### src/rtl/rl_ram_rsp_fifo.sv
// Response buffer for the 1RW RAM initiator: DEPTH x Width FIFO with occupancy count.
// Storage is not reset; only pointers and count are.
module rl_ram_rsp_fifo #(
  parameter int unsigned Depth = 2,
  parameter int unsigned Width = 32,
  localparam int unsigned PtrW = $clog2(Depth),
  localparam int unsigned CntW = $clog2(Depth + 1)
) (
  input  logic              clk_i,
  input  logic              rst_ni,
  input  logic              push_i,
  input  logic [Width-1:0]  push_data_i,
  input  logic              pop_i,
  output logic [Width-1:0]  data_o,
  output logic [CntW-1:0]   count_o
);

  logic [Width-1:0] mem_q [Depth];
  logic [PtrW-1:0]  wptr_q, wptr_d;
  logic [PtrW-1:0]  rptr_q, rptr_d;
  logic [CntW-1:0]  count_q, count_d;
  logic             pop;

  assign pop = pop_i & (count_q != '0);

  always_comb begin
    wptr_d  = wptr_q;
    rptr_d  = rptr_q;
    count_d = count_q;
    if (push_i) wptr_d = wptr_q + PtrW'(1);
    if (pop)    rptr_d = rptr_q + PtrW'(1);
    unique case ({push_i, pop})
      2'b10:   count_d = count_q + CntW'(1);
      2'b01:   count_d = count_q - CntW'(1);
      default: count_d = count_q;
    endcase
  end

  always_ff @(posedge clk_i or negedge rst_ni) begin
    if (!rst_ni) begin
      wptr_q  <= '0;
      rptr_q  <= '0;
      count_q <= '0;
    end else begin
      wptr_q  <= wptr_d;
      rptr_q  <= rptr_d;
      count_q <= count_d;
    end
  end

  always_ff @(posedge clk_i) begin
    if (push_i) mem_q[wptr_q] <= push_data_i;
  end

  // Empty buffer presents zero rather than stale storage.
  assign data_o  = (count_q != '0) ? mem_q[rptr_q] : '0;
  assign count_o = count_q;

  push_not_full_a: assert property (@(posedge clk_i) disable iff (!rst_ni)
    push_i |-> (count_q < CntW'(Depth)));

endmodule

### src/rtl/rl_ram_1rw_initiator.sv
// Valid/ready initiator for a 1RW RAM with registered read data; read credits
// bound outstanding reads to the response buffer depth.
module rl_ram_1rw_initiator #(
  parameter int unsigned ABITS = 10,
  parameter int unsigned DBITS = 32,
  parameter int unsigned DEPTH = 2,
  localparam int unsigned BBITS = (DBITS + 7) / 8,
  localparam int unsigned CW    = $clog2(DEPTH + 1)
) (
  input  logic             rst_ni,
  input  logic             clk_i,
  input  logic             req_valid_i,
  output logic             req_ready_o,
  input  logic             req_we_i,
  input  logic [ABITS-1:0] req_addr_i,
  input  logic [BBITS-1:0] req_be_i,
  input  logic [DBITS-1:0] req_wdata_i,
  output logic             rsp_valid_o,
  input  logic             rsp_ready_i,
  output logic [DBITS-1:0] rsp_rdata_o,
  output logic [ABITS-1:0] ram_addr_o,
  output logic             ram_we_o,
  output logic [BBITS-1:0] ram_be_o,
  output logic [DBITS-1:0] ram_din_o,
  input  logic [DBITS-1:0] ram_dout_i,
  output logic [CW-1:0]    rd_outstanding_o
);

  logic          rd_pending_q, rd_pending_d;
  logic          accept;
  logic [CW-1:0] count;
  logic [CW-1:0] outstanding;

  // Credits count the read in flight to the RAM as well as buffered data.
  assign outstanding = count + CW'(rd_pending_q);
  assign req_ready_o = outstanding < CW'(DEPTH);
  assign accept      = req_valid_i & req_ready_o;

  assign ram_addr_o = req_addr_i;
  assign ram_be_o   = req_be_i;
  assign ram_din_o  = req_wdata_i;
  assign ram_we_o   = accept & req_we_i;

  assign rd_pending_d = accept & ~req_we_i;

  always_ff @(posedge clk_i or negedge rst_ni) begin
    if (!rst_ni) rd_pending_q <= 1'b0;
    else         rd_pending_q <= rd_pending_d;
  end

  assign rsp_valid_o      = count != '0;
  assign rd_outstanding_o = outstanding;

  rl_ram_rsp_fifo #(
    .Depth (DEPTH),
    .Width (DBITS)
  ) u_rsp_fifo (
    .clk_i       (clk_i),
    .rst_ni      (rst_ni),
    .push_i      (rd_pending_q),
    .push_data_i (ram_dout_i),
    .pop_i       (rsp_valid_o & rsp_ready_i),
    .data_o      (rsp_rdata_o),
    .count_o     (count)
  );

endmodule
### config.mk
export PLATFORM = sky130hd
export DESIGN_NAME = rl_ram_1rw_initiator
export DESIGN_NICKNAME = d
export VERILOG_FILES = /design/src/rtl/rl_ram_rsp_fifo.sv /design/src/rtl/rl_ram_1rw_initiator.sv
export SDC_FILE = /design/constraint.sdc
export NUM_CORES = 1
export LEC_CHECK = 0
export BUFFER_PORTS_ARGS = -buffer_cell sky130_fd_sc_hd__buf_2
export CAP_MARGIN = 20
export CORE_ASPECT_RATIO = 1.2
export CORE_UTILIZATION = 39
export DETAILED_ROUTE_END_ITERATION = 10
export GPL_TIMING_DRIVEN = 0
export HOLD_SLACK_MARGIN = 0.1
export PLACE_DENSITY_LB_ADDON = 0.1
export SETUP_SLACK_MARGIN = 0.15
export SYNTH_ARGS = -nofsm -noshare
export SYNTH_HDL_FRONTEND = slang
export SYNTH_SLANG_ARGS = --single-unit
### constraint.sdc
create_clock -name clk_i -period 2.7 [get_ports clk_i]
set_input_delay 0.135 -clock clk_i [delete_from_list [all_inputs] [get_ports clk_i]]
set_output_delay 0.135 -clock clk_i [all_outputs]
set_load 0.005 [all_outputs]
==> metrics.txt <==
worst path cell trace ha_1 -> xnor2_1 -> nand2_1 -> nor2_1 -> dlygate4sd3_1; FP Rows 34; Nets 457; Tot Pwr 0.00356 W; Warnings, synthesis 0; maxcap violations 0; Unique masters post-synth 17; Clock transition at path regs 70 ps; P&R area growth vs syn 43.3%; Lkg Pwr 1.97 nW; register-to-register setup slack 970 ps; Non-Filler Instances 467; post-route DRC violation count 0; Starting Density 41.1%; Clk pwr share 24.8%; first-pass GRT wire length 8740 um; initial antenna violation count 0; # diodes 0; Switch Pwr 0.00107 W; Clock Skew 6.91 ps; CP top delay family buffers and inverters; post-CTS setup buffers 0; worst reg2reg path depth 5; Slew @ Worst Pin 778 ps; endpoint type of the worst setup path register; DRT Pass-1 Iters 4; Clock Latency Late Sink 340 ps; placed cells 415; Slew headroom 48.1%; Net Count, Synth 290; Critical Path Max Stage Delay 550 ps; r2r startpoint u_rsp_fifo.count_o[0]$_DFFE_PN0P_; worst hold-check path type in -> async; Die Height 98.5 um; FILL cells 612; CP Data Required Time 2980 ps; antenna-violating nets left 0; total gr overflow 0; VDD IR-drop max 0.462 mV; RSZ-0062 raised after global routing false; die width 82.4 um; Hold Vio Cnt, Final 0; proportion of synthesized chip area in sequential cells 67.7%; internal power 0.00249 W; vias in the first global route 1,868; max-slew violation count 0; Iter 0 DRT Violations 62; # setup viols final 0; Global Route Usage Sum 15.1%; CTS Buf Count 9; clock buffer depth 2; status completed; routed vias 2,011; Syn Inst Count 205; fin util 58.9%; Crit Path Class reg -> reg; WP buf/inv 1; vias per inst 4.31; worst reg2reg path endpoint rd_pending_q$_DFF_PN0_; Die ar. 8110 um^2; DP HPWL 4030 um; crit-path max FO 4; clock root buffer clkbuf_8; Clock Sink Count 69; power share of the sequential group 39.2%; Crit-path slowest cell dlygate4sd3_1; Core ar. 7360 um^2; share of layout cells above drive strength 1 50.9%; routability cong. 0.752; #FFs+latches synth 69; sw frac 30.0%; Setup crit start kind register; largest net degree at the start of global routing 33; max frequency 577 MHz; CTS tree done; num ports 166; H-tree depth 3; CP arrival 2010 ps; combinational power share 36.0%; fin crit share 64.1%; Power Density 820 nW/um^2; WL final 5960 um; Port Buffer Count 119; Tmin final 1730 ps; synthesized area per cell 14.8 um^2; post-synth design cell area 3030 um^2; drt wl/cell 12.8 um
==> Yosys cell counts <==
| cell | n | share of area (%) |
|---|---|---|
| edfxtp_1 | 64 | 64 |
| buf_4 | 47 | 12 |
| inv_2 | 1 | 0.12 |
| buf_2 | 3 | 0.50 |
| mux2i_1 | 32 | 11 |
| and2_4 | 1 | 0.29 |
| nor2_4 | 1 | 0.37 |
| dfrtp_1 | 5 | 4.1 |
| inv_1 | 2 | 0.25 |
| xnor2_1 | 3 | 0.87 |
| buf_6 | 3 | 1.1 |
| nand2_1 | 1 | 0.12 |
| and3_1 | 1 | 0.21 |
| and2_1 | 1 | 0.21 |
| xor2_1 | 3 | 0.87 |
| nor2_1 | 35 | 4.3 |
| ha_1 | 2 | 0.83 |
==> per-stage QoR <==
stage | instance area (um^2) | hold WS [ps] | TNS (ps) | worst slack (ps)
floorplan | 3030 | -161 | 0 | 473
global placement | 3730 | -46.4 | -14680 | -461
detailed placement | 3760 | -43.9 | 0 | 1160
CTS | 4340 | 130 | 0 | 949
global route | 4340 | 136 | 0 | 883
finish | 4340 | 137 | 0 | 968
==> power groups by stage <==
stage                     sequential (W)  clock [W]  combinational (W)
final                            0.00139   0.000883            0.00128
after global routing             0.00141   0.000938            0.00142
after CTS                        0.00139   0.000906            0.00132
after detailed placement         0.00142          0            0.00127
after global placement           0.00142          0            0.00125
after floorplan                  0.00140          0           0.000766
==> layout by cell type, fill, tap and decap left out, types with 3 or more instances in the layout <==
cell type / count
mux2i_1: 32
nor2_1: 34
dfrtp_1: 5
clkinvlp_4: 3
dlygate4sd3_1: 36
clkbuf_8: 9
edfxtp_1: 64
buf_6: 3
buf_4: 47
buf_2: 122
xor2_1: 3
xnor2_1: 3
==> final cells by class <==
type                    count  area (um^2)  share of cell area [%]
inverters                   3         11.3                   0.260
flip-flops and latches     69         2050                    47.2
repair buffers            156          976                    22.5
clock inverters             7         90.1                    2.08
plain buffers              53          402                    9.26
multi-input cells          80          574                    13.2
clock buffers               9          124                    2.86
well taps                  90          113                    2.60
==> state kept, by name, summed over array words and instances, names as in the netlist <==
name	count
u_rsp_fifo.mem_q	64
u_rsp_fifo.count_o	2
rd_pending_q	1
u_rsp_fifo.rptr_q	1
u_rsp_fifo.wptr_q	1
==> layer usage <==
layer  share of wire, %  global-route usage, %  up-vias
met5                  0                      0        -
met2                 53                   27.0       97
met1                 39                   16.3      908
li1                   -                      -      998
met4                1.4                   7.69        0
met3                6.6                   3.24        8
==> cells by family (layout without fill, tap and decap cells) <==
logic type / Yosys count / count (layout) / share of synthesized area (%)
buffers and inverters: 56 / 228 / 13.6
flip-flops: 69 / 69 / 67.7
multiplexers: 32 / 32 / 10.6
XOR/XNOR: 6 / 6 / 1.74
adder cells (fa/ha/maj): 2 / 2 / 0.827
AND/OR/NAND/NOR: 40 / 40 / 5.54
==> what timing repair did <==
item | CTS | global route
hold endpoints to repair | 71 | 0
gates resized for setup | 0 | 0
hold buffers | 36 | 0
==> worst max-delay path by stage <==
stage | start | end | depth (start not counted)
floorplan | rd_pending_q$_DFF_PN0_ | u_rsp_fifo.mem_q[0][0]$_DFFE_PP_ | 2
global placement | rd_pending_q$_DFF_PN0_ | u_rsp_fifo.mem_q[0][18]$_DFFE_PP_ | 2
detailed placement | u_rsp_fifo.wptr_q$_DFFE_PN0P_ | u_rsp_fifo.mem_q[1][18]$_DFFE_PP_ | 1
CTS | u_rsp_fifo.count_o[0]$_DFFE_PN0P_ | ram_we_o | 4
global route | u_rsp_fifo.count_o[0]$_DFFE_PN0P_ | rd_pending_q$_DFF_PN0_ | 5
finish | u_rsp_fifo.count_o[0]$_DFFE_PN0P_ | rd_pending_q$_DFF_PN0_ | 5
(Power assumes the default switching activity.)
